==> src/rtl/dcache_dm_wt_pkg.sv <==
// Shared types, field widths and address-split helpers for the
// direct-mapped write-through data cache.
package dcache_dm_wt_pkg;

  localparam int ADDR_BITS   = 16;
  localparam int DATA_BITS   = 16;
  localparam int INDEX_BITS  = 4;
  localparam int OFFSET_BITS = 2;
  localparam int TAG_BITS    = ADDR_BITS - 1 - OFFSET_BITS - INDEX_BITS;
  localparam int LINES       = 2 ** INDEX_BITS;
  localparam int WORDS       = 2 ** OFFSET_BITS;

  typedef logic [ADDR_BITS-1:0]   addr_t;
  typedef logic [DATA_BITS-1:0]   word_t;
  typedef logic [TAG_BITS-1:0]    tag_t;
  typedef logic [INDEX_BITS-1:0]  index_t;
  typedef logic [OFFSET_BITS-1:0] offset_t;

  typedef enum logic [0:0] {
    ST_IDLE = 1'b0,
    ST_FILL = 1'b1
  } state_e;

  localparam offset_t FILL_LAST = {OFFSET_BITS{1'b1}};
  localparam offset_t FILL_ONE  = offset_t'(1'b1);

  function automatic offset_t offset_of(addr_t a);
    return a[OFFSET_BITS:1];
  endfunction

  function automatic index_t index_of(addr_t a);
    return a[OFFSET_BITS+INDEX_BITS:OFFSET_BITS+1];
  endfunction

  function automatic tag_t tag_of(addr_t a);
    return a[ADDR_BITS-1:OFFSET_BITS+INDEX_BITS+1];
  endfunction

endpackage

==> src/rtl/dcache_dm_wt_if.sv <==
// CPU-side and memory-side bus of the data cache; master is the
// environment (CPU plus word memory), slave is the cache.
interface dcache_dm_wt_if;
  import dcache_dm_wt_pkg::*;

  logic  cpu_req;
  logic  cpu_wr;
  addr_t cpu_addr;
  word_t cpu_wdata;
  word_t cpu_rdata;
  logic  cpu_ready;
  addr_t mem_addr;
  word_t mem_wdata;
  logic  mem_enable;
  logic  mem_wr;
  word_t mem_rdata;

  modport master (
    output cpu_req, cpu_wr, cpu_addr, cpu_wdata, mem_rdata,
    input  cpu_rdata, cpu_ready, mem_addr, mem_wdata, mem_enable, mem_wr
  );

  modport slave (
    input  cpu_req, cpu_wr, cpu_addr, cpu_wdata, mem_rdata,
    output cpu_rdata, cpu_ready, mem_addr, mem_wdata, mem_enable, mem_wr
  );

endinterface

==> src/rtl/dcache_dm_wt_array.sv <==
// Flop-based data, tag and valid storage with a combinational read port,
// a word write port and a tag/valid write port.
module dcache_dm_wt_array
  import dcache_dm_wt_pkg::*;
(
  input  logic    clk,
  input  logic    rst,
  input  index_t  rd_index,
  input  offset_t rd_offset,
  output word_t   rd_word,
  output tag_t    rd_tag,
  output logic    rd_valid,
  input  logic    word_we,
  input  index_t  word_index,
  input  offset_t word_offset,
  input  word_t   word_data,
  input  logic    tv_we,
  input  logic    tv_clr,
  input  index_t  tv_index,
  input  tag_t    tv_tag
);

  word_t            data_r [LINES][WORDS];
  tag_t             tag_r  [LINES];
  logic [LINES-1:0] valid_r;

  assign rd_word  = data_r[rd_index][rd_offset];
  assign rd_tag   = tag_r[rd_index];
  assign rd_valid = valid_r[rd_index];

  // Data words: written by CPU write hits and by line fills.
  always_ff @(posedge clk) begin
    if (word_we) begin
      data_r[word_index][word_offset] <= word_data;
    end
  end

  // Tags carry no reset; they are only meaningful under a set valid bit.
  always_ff @(posedge clk) begin
    if (tv_we) begin
      tag_r[tv_index] <= tv_tag;
    end
  end

  // Valid bits: cleared when a fill starts, set when it completes.
  always_ff @(posedge clk) begin
    if (rst) begin
      valid_r <= {LINES{1'b0}};
    end else if (tv_clr) begin
      valid_r[tv_index] <= 1'b0;
    end else if (tv_we) begin
      valid_r[tv_index] <= 1'b1;
    end
  end

endmodule

==> src/rtl/dcache_dm_wt.sv <==
// Direct-mapped, write-through, no-write-allocate data cache: same-cycle
// read hits and writes, 4-cycle line fill on a read miss.
module dcache_dm_wt
  import dcache_dm_wt_pkg::*;
(
  input  logic           clk,
  input  logic           rst,
  dcache_dm_wt_if.slave  bus
);

  state_e  state_r;
  offset_t fill_cnt_r;
  index_t  fill_index_r;
  tag_t    fill_tag_r;

  tag_t    req_tag_s;
  index_t  req_index_s;
  offset_t req_offset_s;
  word_t   rd_word_s;
  tag_t    rd_tag_s;
  logic    rd_valid_s;
  logic    hit_s;
  logic    miss_s;
  logic    word_we_s;
  index_t  word_index_s;
  offset_t word_offset_s;
  word_t   word_data_s;
  logic    tv_we_s;
  logic    tv_clr_s;
  index_t  tv_index_s;
  tag_t    tv_tag_s;

  assign req_tag_s    = tag_of(bus.cpu_addr);
  assign req_index_s  = index_of(bus.cpu_addr);
  assign req_offset_s = offset_of(bus.cpu_addr);
  assign hit_s        = rd_valid_s & (rd_tag_s == req_tag_s);

  dcache_dm_wt_array u_array (
    .clk         (clk),
    .rst         (rst),
    .rd_index    (req_index_s),
    .rd_offset   (req_offset_s),
    .rd_word     (rd_word_s),
    .rd_tag      (rd_tag_s),
    .rd_valid    (rd_valid_s),
    .word_we     (word_we_s),
    .word_index  (word_index_s),
    .word_offset (word_offset_s),
    .word_data   (word_data_s),
    .tv_we       (tv_we_s),
    .tv_clr      (tv_clr_s),
    .tv_index    (tv_index_s),
    .tv_tag      (tv_tag_s)
  );

  // Output and array-port muxing; reset forces every strobe low so the
  // memory is left alone while it loads its image.
  always_comb begin
    bus.cpu_ready  = 1'b0;
    bus.cpu_rdata  = 16'h0000;
    bus.mem_addr   = 16'h0000;
    bus.mem_wdata  = 16'h0000;
    bus.mem_enable = 1'b0;
    bus.mem_wr     = 1'b0;
    miss_s         = 1'b0;
    word_we_s      = 1'b0;
    word_index_s   = {INDEX_BITS{1'b0}};
    word_offset_s  = {OFFSET_BITS{1'b0}};
    word_data_s    = 16'h0000;
    tv_we_s        = 1'b0;
    tv_clr_s       = 1'b0;
    tv_index_s     = {INDEX_BITS{1'b0}};
    tv_tag_s       = {TAG_BITS{1'b0}};
    if (!rst) begin
      case (state_r)
        ST_IDLE: begin
          if (bus.cpu_req && bus.cpu_wr) begin
            bus.mem_enable = 1'b1;
            bus.mem_wr     = 1'b1;
            bus.mem_addr   = {bus.cpu_addr[ADDR_BITS-1:1], 1'b0};
            bus.mem_wdata  = bus.cpu_wdata;
            bus.cpu_ready  = 1'b1;
            word_we_s      = hit_s;
            word_index_s   = req_index_s;
            word_offset_s  = req_offset_s;
            word_data_s    = bus.cpu_wdata;
          end else if (bus.cpu_req && hit_s) begin
            bus.cpu_ready  = 1'b1;
            bus.cpu_rdata  = rd_word_s;
          end else if (bus.cpu_req) begin
            miss_s         = 1'b1;
            tv_clr_s       = 1'b1;
            tv_index_s     = req_index_s;
          end else begin
            miss_s         = 1'b0;
          end
        end
        ST_FILL: begin
          bus.mem_enable = 1'b1;
          bus.mem_addr   = {fill_tag_r, fill_index_r, fill_cnt_r, 1'b0};
          word_we_s      = 1'b1;
          word_index_s   = fill_index_r;
          word_offset_s  = fill_cnt_r;
          word_data_s    = bus.mem_rdata;
          if (fill_cnt_r == FILL_LAST) begin
            tv_we_s      = 1'b1;
            tv_index_s   = fill_index_r;
            tv_tag_s     = fill_tag_r;
          end else begin
            tv_we_s      = 1'b0;
          end
        end
        default: begin
          miss_s = 1'b0;
        end
      endcase
    end else begin
      miss_s = 1'b0;
    end
  end

  // Fill FSM; the missing line's tag/index are latched so the fill
  // completes even if the CPU drops its request part-way through.
  always_ff @(posedge clk) begin
    if (rst) begin
      state_r      <= ST_IDLE;
      fill_cnt_r   <= {OFFSET_BITS{1'b0}};
      fill_index_r <= {INDEX_BITS{1'b0}};
      fill_tag_r   <= {TAG_BITS{1'b0}};
    end else begin
      case (state_r)
        ST_IDLE: begin
          if (miss_s) begin
            state_r      <= ST_FILL;
            fill_cnt_r   <= {OFFSET_BITS{1'b0}};
            fill_index_r <= req_index_s;
            fill_tag_r   <= req_tag_s;
          end
        end
        ST_FILL: begin
          fill_cnt_r <= fill_cnt_r + FILL_ONE;
          if (fill_cnt_r == FILL_LAST) begin
            state_r <= ST_IDLE;
          end
        end
        default: begin
          state_r <= ST_IDLE;
        end
      endcase
    end
  end

endmodule

==> src/flat_wrapper.sv <==
// flat-port wrapper written by rule: the top's interface ports become plain ports
module dcache_dm_wt_flat import dcache_dm_wt_pkg::*;
  (clk, rst, bus_cpu_req, bus_cpu_wr, bus_cpu_addr, bus_cpu_wdata, bus_mem_rdata, bus_cpu_rdata, bus_cpu_ready, bus_mem_addr, bus_mem_wdata, bus_mem_enable, bus_mem_wr);
  dcache_dm_wt_if bus_i ();
  input  logic clk;
  input  logic rst;
  input wire logic [$bits(bus_i.cpu_req)-1:0] bus_cpu_req;
  input wire logic [$bits(bus_i.cpu_wr)-1:0] bus_cpu_wr;
  input wire logic [$bits(bus_i.cpu_addr)-1:0] bus_cpu_addr;
  input wire logic [$bits(bus_i.cpu_wdata)-1:0] bus_cpu_wdata;
  input wire logic [$bits(bus_i.mem_rdata)-1:0] bus_mem_rdata;
  output wire logic [$bits(bus_i.cpu_rdata)-1:0] bus_cpu_rdata;
  output wire logic [$bits(bus_i.cpu_ready)-1:0] bus_cpu_ready;
  output wire logic [$bits(bus_i.mem_addr)-1:0] bus_mem_addr;
  output wire logic [$bits(bus_i.mem_wdata)-1:0] bus_mem_wdata;
  output wire logic [$bits(bus_i.mem_enable)-1:0] bus_mem_enable;
  output wire logic [$bits(bus_i.mem_wr)-1:0] bus_mem_wr;
  assign bus_i.cpu_req = bus_cpu_req;
  assign bus_i.cpu_wr = bus_cpu_wr;
  assign bus_i.cpu_addr = bus_cpu_addr;
  assign bus_i.cpu_wdata = bus_cpu_wdata;
  assign bus_i.mem_rdata = bus_mem_rdata;
  assign bus_cpu_rdata = bus_i.cpu_rdata;
  assign bus_cpu_ready = bus_i.cpu_ready;
  assign bus_mem_addr = bus_i.mem_addr;
  assign bus_mem_wdata = bus_i.mem_wdata;
  assign bus_mem_enable = bus_i.mem_enable;
  assign bus_mem_wr = bus_i.mem_wr;
  dcache_dm_wt u_core (.clk(clk), .rst(rst), .bus(bus_i));
endmodule
==> config.mk <==
export PLATFORM = sky130hd
export DESIGN_NAME = dcache_dm_wt_flat
export DESIGN_NICKNAME = d
export VERILOG_FILES = /design/src/rtl/dcache_dm_wt_pkg.sv /design/src/rtl/dcache_dm_wt_if.sv /design/src/rtl/dcache_dm_wt_array.sv /design/src/rtl/dcache_dm_wt.sv /design/src/flat_wrapper.sv
export SDC_FILE = /design/constraint.sdc
export NUM_CORES = 1
export LEC_CHECK = 0
export CAP_MARGIN = 20
export CORE_ASPECT_RATIO = 0.6
export CORE_MARGIN = 4
export CORE_UTILIZATION = 30
export CTS_CLUSTER_DIAMETER = 40
export CTS_CLUSTER_SIZE = 16
export DETAILED_ROUTE_END_ITERATION = 16
export GPL_TIMING_DRIVEN = 0
export PLACE_DENSITY = 0.46
export SLEW_MARGIN = 30
export SYNTH_ARGS = -nofsm -noshare
export SYNTH_HDL_FRONTEND = slang
export SYNTH_SLANG_ARGS = --single-unit
==> constraint.sdc <==
create_clock -name clk -period 4.8 [get_ports clk]
set_input_delay 0.72 -clock clk [delete_from_list [all_inputs] [get_ports clk]]
set_output_delay 0.72 -clock clk [all_outputs]
set_load 0.02 [all_outputs]
==> run_summary.xml <==
<?xml version="1.0" encoding="UTF-8"?>
<metrics>
  <group name="worst_setup_path">
    <metric name="critPathMaxFanout" unit="">10</metric>
    <metric name="r2r.worst_path.cells" unit="">9</metric>
    <metric name="critical_path_cell_count" unit="">11</metric>
    <metric name="crit_path_end_kind" unit="">output pin</metric>
    <metric name="ff2ff_setup_slack" unit="ns">0.30</metric>
    <metric name="path_cells" unit="">buf_4 &gt; buf_12 &gt; buf_12 &gt; buf_12 &gt; clkbuf_16 &gt; clkbuf_8 &gt; mux4_2 &gt; mux4_2 &gt; mux4_2 &gt; and3_1 &gt; clkdlybuf4s15_1</metric>
    <metric name="timing.critical_path.slowest_stage_cell" unit="">sky130_fd_sc_hd__mux4_2</metric>
    <metric name="critical-path-top-delay-family" unit="">multiplexers</metric>
    <metric name="timing.critical_path.from" unit="">bus_cpu_addr[4]</metric>
    <metric name="critical_path_required" unit="ns">4.08</metric>
    <metric name="critical_path.endpoint" unit="">bus_cpu_rdata[13]</metric>
    <metric name="r2r_end" unit="">u_core.u_array.data_r[7][11]</metric>
    <metric name="worstPathBufferInverterCount" unit="">7</metric>
    <metric name="kind_of_critical_path" unit="">primary input to output pin</metric>
    <metric name="cp_data_arrival_time" unit="ns">4.06</metric>
    <metric name="crit-reg2reg-launch" unit="">u_core.u_array.tag_r[11][8]</metric>
    <metric name="critPathMaxStageDelay" unit="ns">0.60</metric>
    <metric name="start_kind" unit="">primary input</metric>
  </group>
  <group name="synthesis">
    <metric name="synthArstFlopShare" unit="">0</metric>
    <metric name="postSynthAreaPerCell" unit="µm²">22.40</metric>
    <metric name="synth_fp_nets" unit="">2156</metric>
    <metric name="synthesis_stage_register_bit_count" unit="">1200</metric>
    <metric name="ys_dominant_reg_cell" unit="">sky130_fd_sc_hd__edfxtp_1</metric>
    <metric name="synth-edff-count" unit="">1168</metric>
    <metric name="netlist-cell-type-count" unit="">59</metric>
    <metric name="synth_sequential_area_ratio" unit="">0.7582</metric>
    <metric name="yosys_warnings" unit="">0</metric>
    <metric name="synth_area" unit="mm²">0.04711</metric>
    <metric name="synth_cells" unit="">2103</metric>
  </group>
  <group name="timing">
    <metric name="hold_viol" unit="">0</metric>
    <metric name="rsz0062_at_grt" unit="">no</metric>
    <metric name="timing.setup.tns" unit="ns">0</metric>
    <metric name="post-route-min-period" unit="ns">4.775</metric>
    <metric name="layout_setup_ws" unit="ns">0.02450</metric>
    <metric name="report.final.setup_viol" unit="">0</metric>
    <metric name="clock.fmax" unit="MHz">209.4</metric>
    <metric name="timing_worst_slew_pin_value" unit="ns">0.9810</metric>
    <metric name="final.period_utilization" unit="">0.9949</metric>
    <metric name="slew_violations" unit="">0</metric>
    <metric name="fin_skew" unit="ns">0.05326</metric>
    <metric name="slew_headroom" unit="">0.3460</metric>
  </group>
  <group name="finish">
    <metric name="finalNetCount" unit="">2432</metric>
    <metric name="area.growth.synth_to_final" unit="%">21.26</metric>
    <metric name="layout.filler_cells" unit="">14060</metric>
    <metric name="drive_above_1_share" unit="">0.3325</metric>
  </group>
  <group name="clock_network">
    <metric name="numCtsBuffers" unit="">130</metric>
    <metric name="post_cts_hold_buffer_count" unit="">0</metric>
    <metric name="clockBufferDepth" unit="">3</metric>
    <metric name="cts_sinks" unit="">1200</metric>
    <metric name="cts.reportedPaths.clkPinSlew" unit="ns">0.06</metric>
    <metric name="clockRootBuffer" unit="">sky130_fd_sc_hd__clkbuf_16</metric>
    <metric name="clk_latency" unit="ns">0.77</metric>
    <metric name="htree_num_levels" unit="">4</metric>
    <metric name="cts_tree" unit="">done</metric>
  </group>
  <group name="routing">
    <metric name="remaining_drc_errors" unit="">0</metric>
    <metric name="drt-vias-per-instance" unit="">5.147</metric>
    <metric name="wire_per_inst" unit="µm">29.91</metric>
    <metric name="via_count" unit="">23640</metric>
    <metric name="antenna_violating_nets_post_route" unit="">0</metric>
    <metric name="routed_wl" unit="mm">137.4</metric>
    <metric name="drtPass1Iterations" unit="">5</metric>
    <metric name="drt-initial-drc-count" unit="">2844</metric>
  </group>
  <group name="power_and_ir_drop">
    <metric name="pwr_density_cell" unit="mW/mm²">406.1</metric>
    <metric name="peak_vdd_ir" unit="µV">358.1</metric>
    <metric name="p_leak" unit="nW">18.30</metric>
  </group>
  <group name="placed_design">
    <metric name="routabilityCongestion" unit="">0.8993</metric>
    <metric name="pre_cts_slack" unit="ns">-1.714</metric>
    <metric name="number_of_buffers_inserted_by_port_buffering" unit="">94</metric>
    <metric name="dp.final_hpwl" unit="mm">95.37</metric>
  </group>
  <group name="grt">
    <metric name="largest_net_degree_at_the_start_of_global_routing" unit="">65</metric>
    <metric name="vias_in_the_first_global_route" unit="">23440</metric>
    <metric name="antenna_found_initial" unit="">19</metric>
    <metric name="grt_usage" unit="">0.1673</metric>
    <metric name="grt_first_pass_wirelength" unit="mm">190.9</metric>
    <metric name="grt-ovfl-total" unit="">0</metric>
  </group>
  <group name="status">
    <metric name="outcome" unit="">complete, no violations</metric>
  </group>
  <group name="floorplanning">
    <metric name="num_ports" unit="">103</metric>
    <metric name="die_height" unit="µm">314.9</metric>
    <metric name="placementRows" unit="">112</metric>
    <metric name="start_util" unit="">0.3026</metric>
    <metric name="floorplan.die.width" unit="µm">519.6</metric>
    <metric name="floorplan.core_area" unit="mm²">0.1557</metric>
    <metric name="die-area" unit="mm²">0.1636</metric>
  </group>
  <group name="flow_run">
    <metric name="max_cap_viol_count" unit="">0</metric>
  </group>
  <group name="worst_hold_path">
    <metric name="worst_hold_path_type" unit="">flop to flop</metric>
  </group>
</metrics>
what timing repair did:
item / in CTS / in global routing
setup buffers: 0 / 0
gates resized for setup: 168 / 20
setup endpoints to repair: 19 / 12
cell type report:
| type | instances | area, µm² | share of cell area |
|---|---|---|---|
| Sequential cell | 1200 | 35710 | 0.6253 |
| Multi-Input combinational cell | 770 | 11270 | 0.1974 |
| Clock buffer | 142 | 3372 | 0.05903 |
| Tap cell | 2109 | 2639 | 0.04620 |
| Timing Repair Buffer | 144 | 1784 | 0.03124 |
| Buffer | 123 | 1156 | 0.02024 |
| Clock inverter | 92 | 1136 | 0.01989 |
| Inverter | 10 | 37.54 | 0.0006571 |
| Antenna cell | 3 | 7.507 | 0.0001314 |
metal layers:
layer / routed length [µm] / GRT usage
met1: 66850 / 0.2687
met2: 57570 / 0.2303
met3: 10580 / 0.03373
met4: 2397 / 0.03796
met5: 0 / 0
state kept, by name, summed over array words and instances (netlist names), named ones only:
register	cells
u_core.state_r	1
u_core.u_array.tag_r	144
u_core.u_array.data_r	1024
u_core.fill_index_r	4
u_core.fill_tag_r	9
u_core.fill_cnt_r	2
worst min path at each step:
stage | start | end | slack [ns] | cells after the start
after detailed placement | flop | flop | 0.45 | 1
after floorplan | flop | flop | 0.44 | 1
after global routing | flop | flop | 0.49 | 1
after CTS | flop | flop | 0.47 | 1
final | flop | flop | 0.47 | 1
after global placement | flop | flop | 0.45 | 1
placed cells by master, fill, tap and decap left out, types with 11 or more instances in the layout:
master	synthesis	layout
sky130_fd_sc_hd__dfxtp_1	32	32
sky130_fd_sc_hd__buf_4	7	24
sky130_fd_sc_hd__buf_16	0	12
sky130_fd_sc_hd__clkbuf_1	45	30
sky130_fd_sc_hd__edfxtp_1	1168	1168
sky130_fd_sc_hd__clkinv_4	0	11
sky130_fd_sc_hd__buf_12	1	19
sky130_fd_sc_hd__a22oi_1	18	18
sky130_fd_sc_hd__clkbuf_16	0	137
sky130_fd_sc_hd__mux2i_1	56	56
sky130_fd_sc_hd__and3_1	49	48
sky130_fd_sc_hd__clkdlybuf4s50_1	0	76
sky130_fd_sc_hd__a21oi_1	17	17
sky130_fd_sc_hd__nand2_1	28	28
sky130_fd_sc_hd__a21o_4	0	16
sky130_fd_sc_hd__nor2_2	2	24
sky130_fd_sc_hd__clkinv_1	1	11
sky130_fd_sc_hd__nor2_4	0	51
sky130_fd_sc_hd__buf_6	11	50
sky130_fd_sc_hd__nor2_1	115	42
sky130_fd_sc_hd__inv_6	0	19
sky130_fd_sc_hd__dlygate4sd2_1	0	15
sky130_fd_sc_hd__buf_8	2	12
sky130_fd_sc_hd__bufinv_16	0	13
sky130_fd_sc_hd__mux4_2	350	350
sky130_fd_sc_hd__a22o_1	13	13
report_power, final:
| group | internal (W) | total, W | switching [W] |
|---|---|---|---|
| logic | 0.000493 | 0.00124 | 0.000746 |
| registers | 0.0115 | 0.0115 | 0.00000823 |
| clock network | 0.00596 | 0.0105 | 0.00452 |
| total | 0.0179 | 0.0232 | 0.00527 |
Yosys cell counts, types with 4 or more instances:
cell / count / share of area
sky130_fd_sc_hd__clkbuf_1: 45 / 0.0036
sky130_fd_sc_hd__a21oi_1: 17 / 0.0018
sky130_fd_sc_hd__dfxtp_1: 32 / 0.014
sky130_fd_sc_hd__o21a_1: 6 / 0.00096
sky130_fd_sc_hd__nor2_1: 115 / 0.0092
sky130_fd_sc_hd__buf_4: 7 / 0.0011
sky130_fd_sc_hd__a31o_2: 5 / 0.00093
sky130_fd_sc_hd__buf_1: 24 / 0.0019
sky130_fd_sc_hd__inv_1: 9 / 0.00072
sky130_fd_sc_hd__a22o_1: 13 / 0.0024
sky130_fd_sc_hd__xor2_1: 6 / 0.0011
sky130_fd_sc_hd__nor2b_1: 5 / 0.00066
sky130_fd_sc_hd__nand3_1: 10 / 0.0011
sky130_fd_sc_hd__buf_2: 33 / 0.0035
sky130_fd_sc_hd__o21ai_0: 9 / 0.00096
sky130_fd_sc_hd__buf_6: 11 / 0.0026
sky130_fd_sc_hd__or3_1: 7 / 0.00093
sky130_fd_sc_hd__and3_1: 49 / 0.0065
sky130_fd_sc_hd__a22oi_1: 18 / 0.0029
sky130_fd_sc_hd__a21o_1: 18 / 0.0029
sky130_fd_sc_hd__mux4_1: 9 / 0.0050
sky130_fd_sc_hd__edfxtp_1: 1168 / 0.74
sky130_fd_sc_hd__mux2i_1: 56 / 0.012
sky130_fd_sc_hd__mux4_2: 350 / 0.17
sky130_fd_sc_hd__nand2_1: 28 / 0.0022
sky130_fd_sc_hd__nor3_1: 4 / 0.00042
logic make-up after synthesis:
| family | share of synthesized area |
|---|---|
| fa+ha+maj | 0.0002656 |
| other cells | 0.00007961 |
| xor+xnor | 0.001302 |
| flops | 0.7582 |
| compound gates | 0.01641 |
| simple gates | 0.02420 |
| mux | 0.1850 |
| buf+inv | 0.01461 |
per-stage QoR:
step           hold slack [ns]  instance area [µm²]  std cells  total power, W  utilization
2_1_floorplan           0.4354                47110       2103         0.01234            -
3_3_place_gp            0.4467                50690       4306         0.01284       0.3256
3_5_place_dp            0.4518                52120       4356         0.01291       0.3348
4_1_cts                 0.4651                57050       4590         0.02345       0.3664
5_1_grt                 0.4856                57110       4590         0.02395       0.3668
6_report                0.4704                57120       4593         0.02320       0.3669
Power figures use the tool's default switching activity.
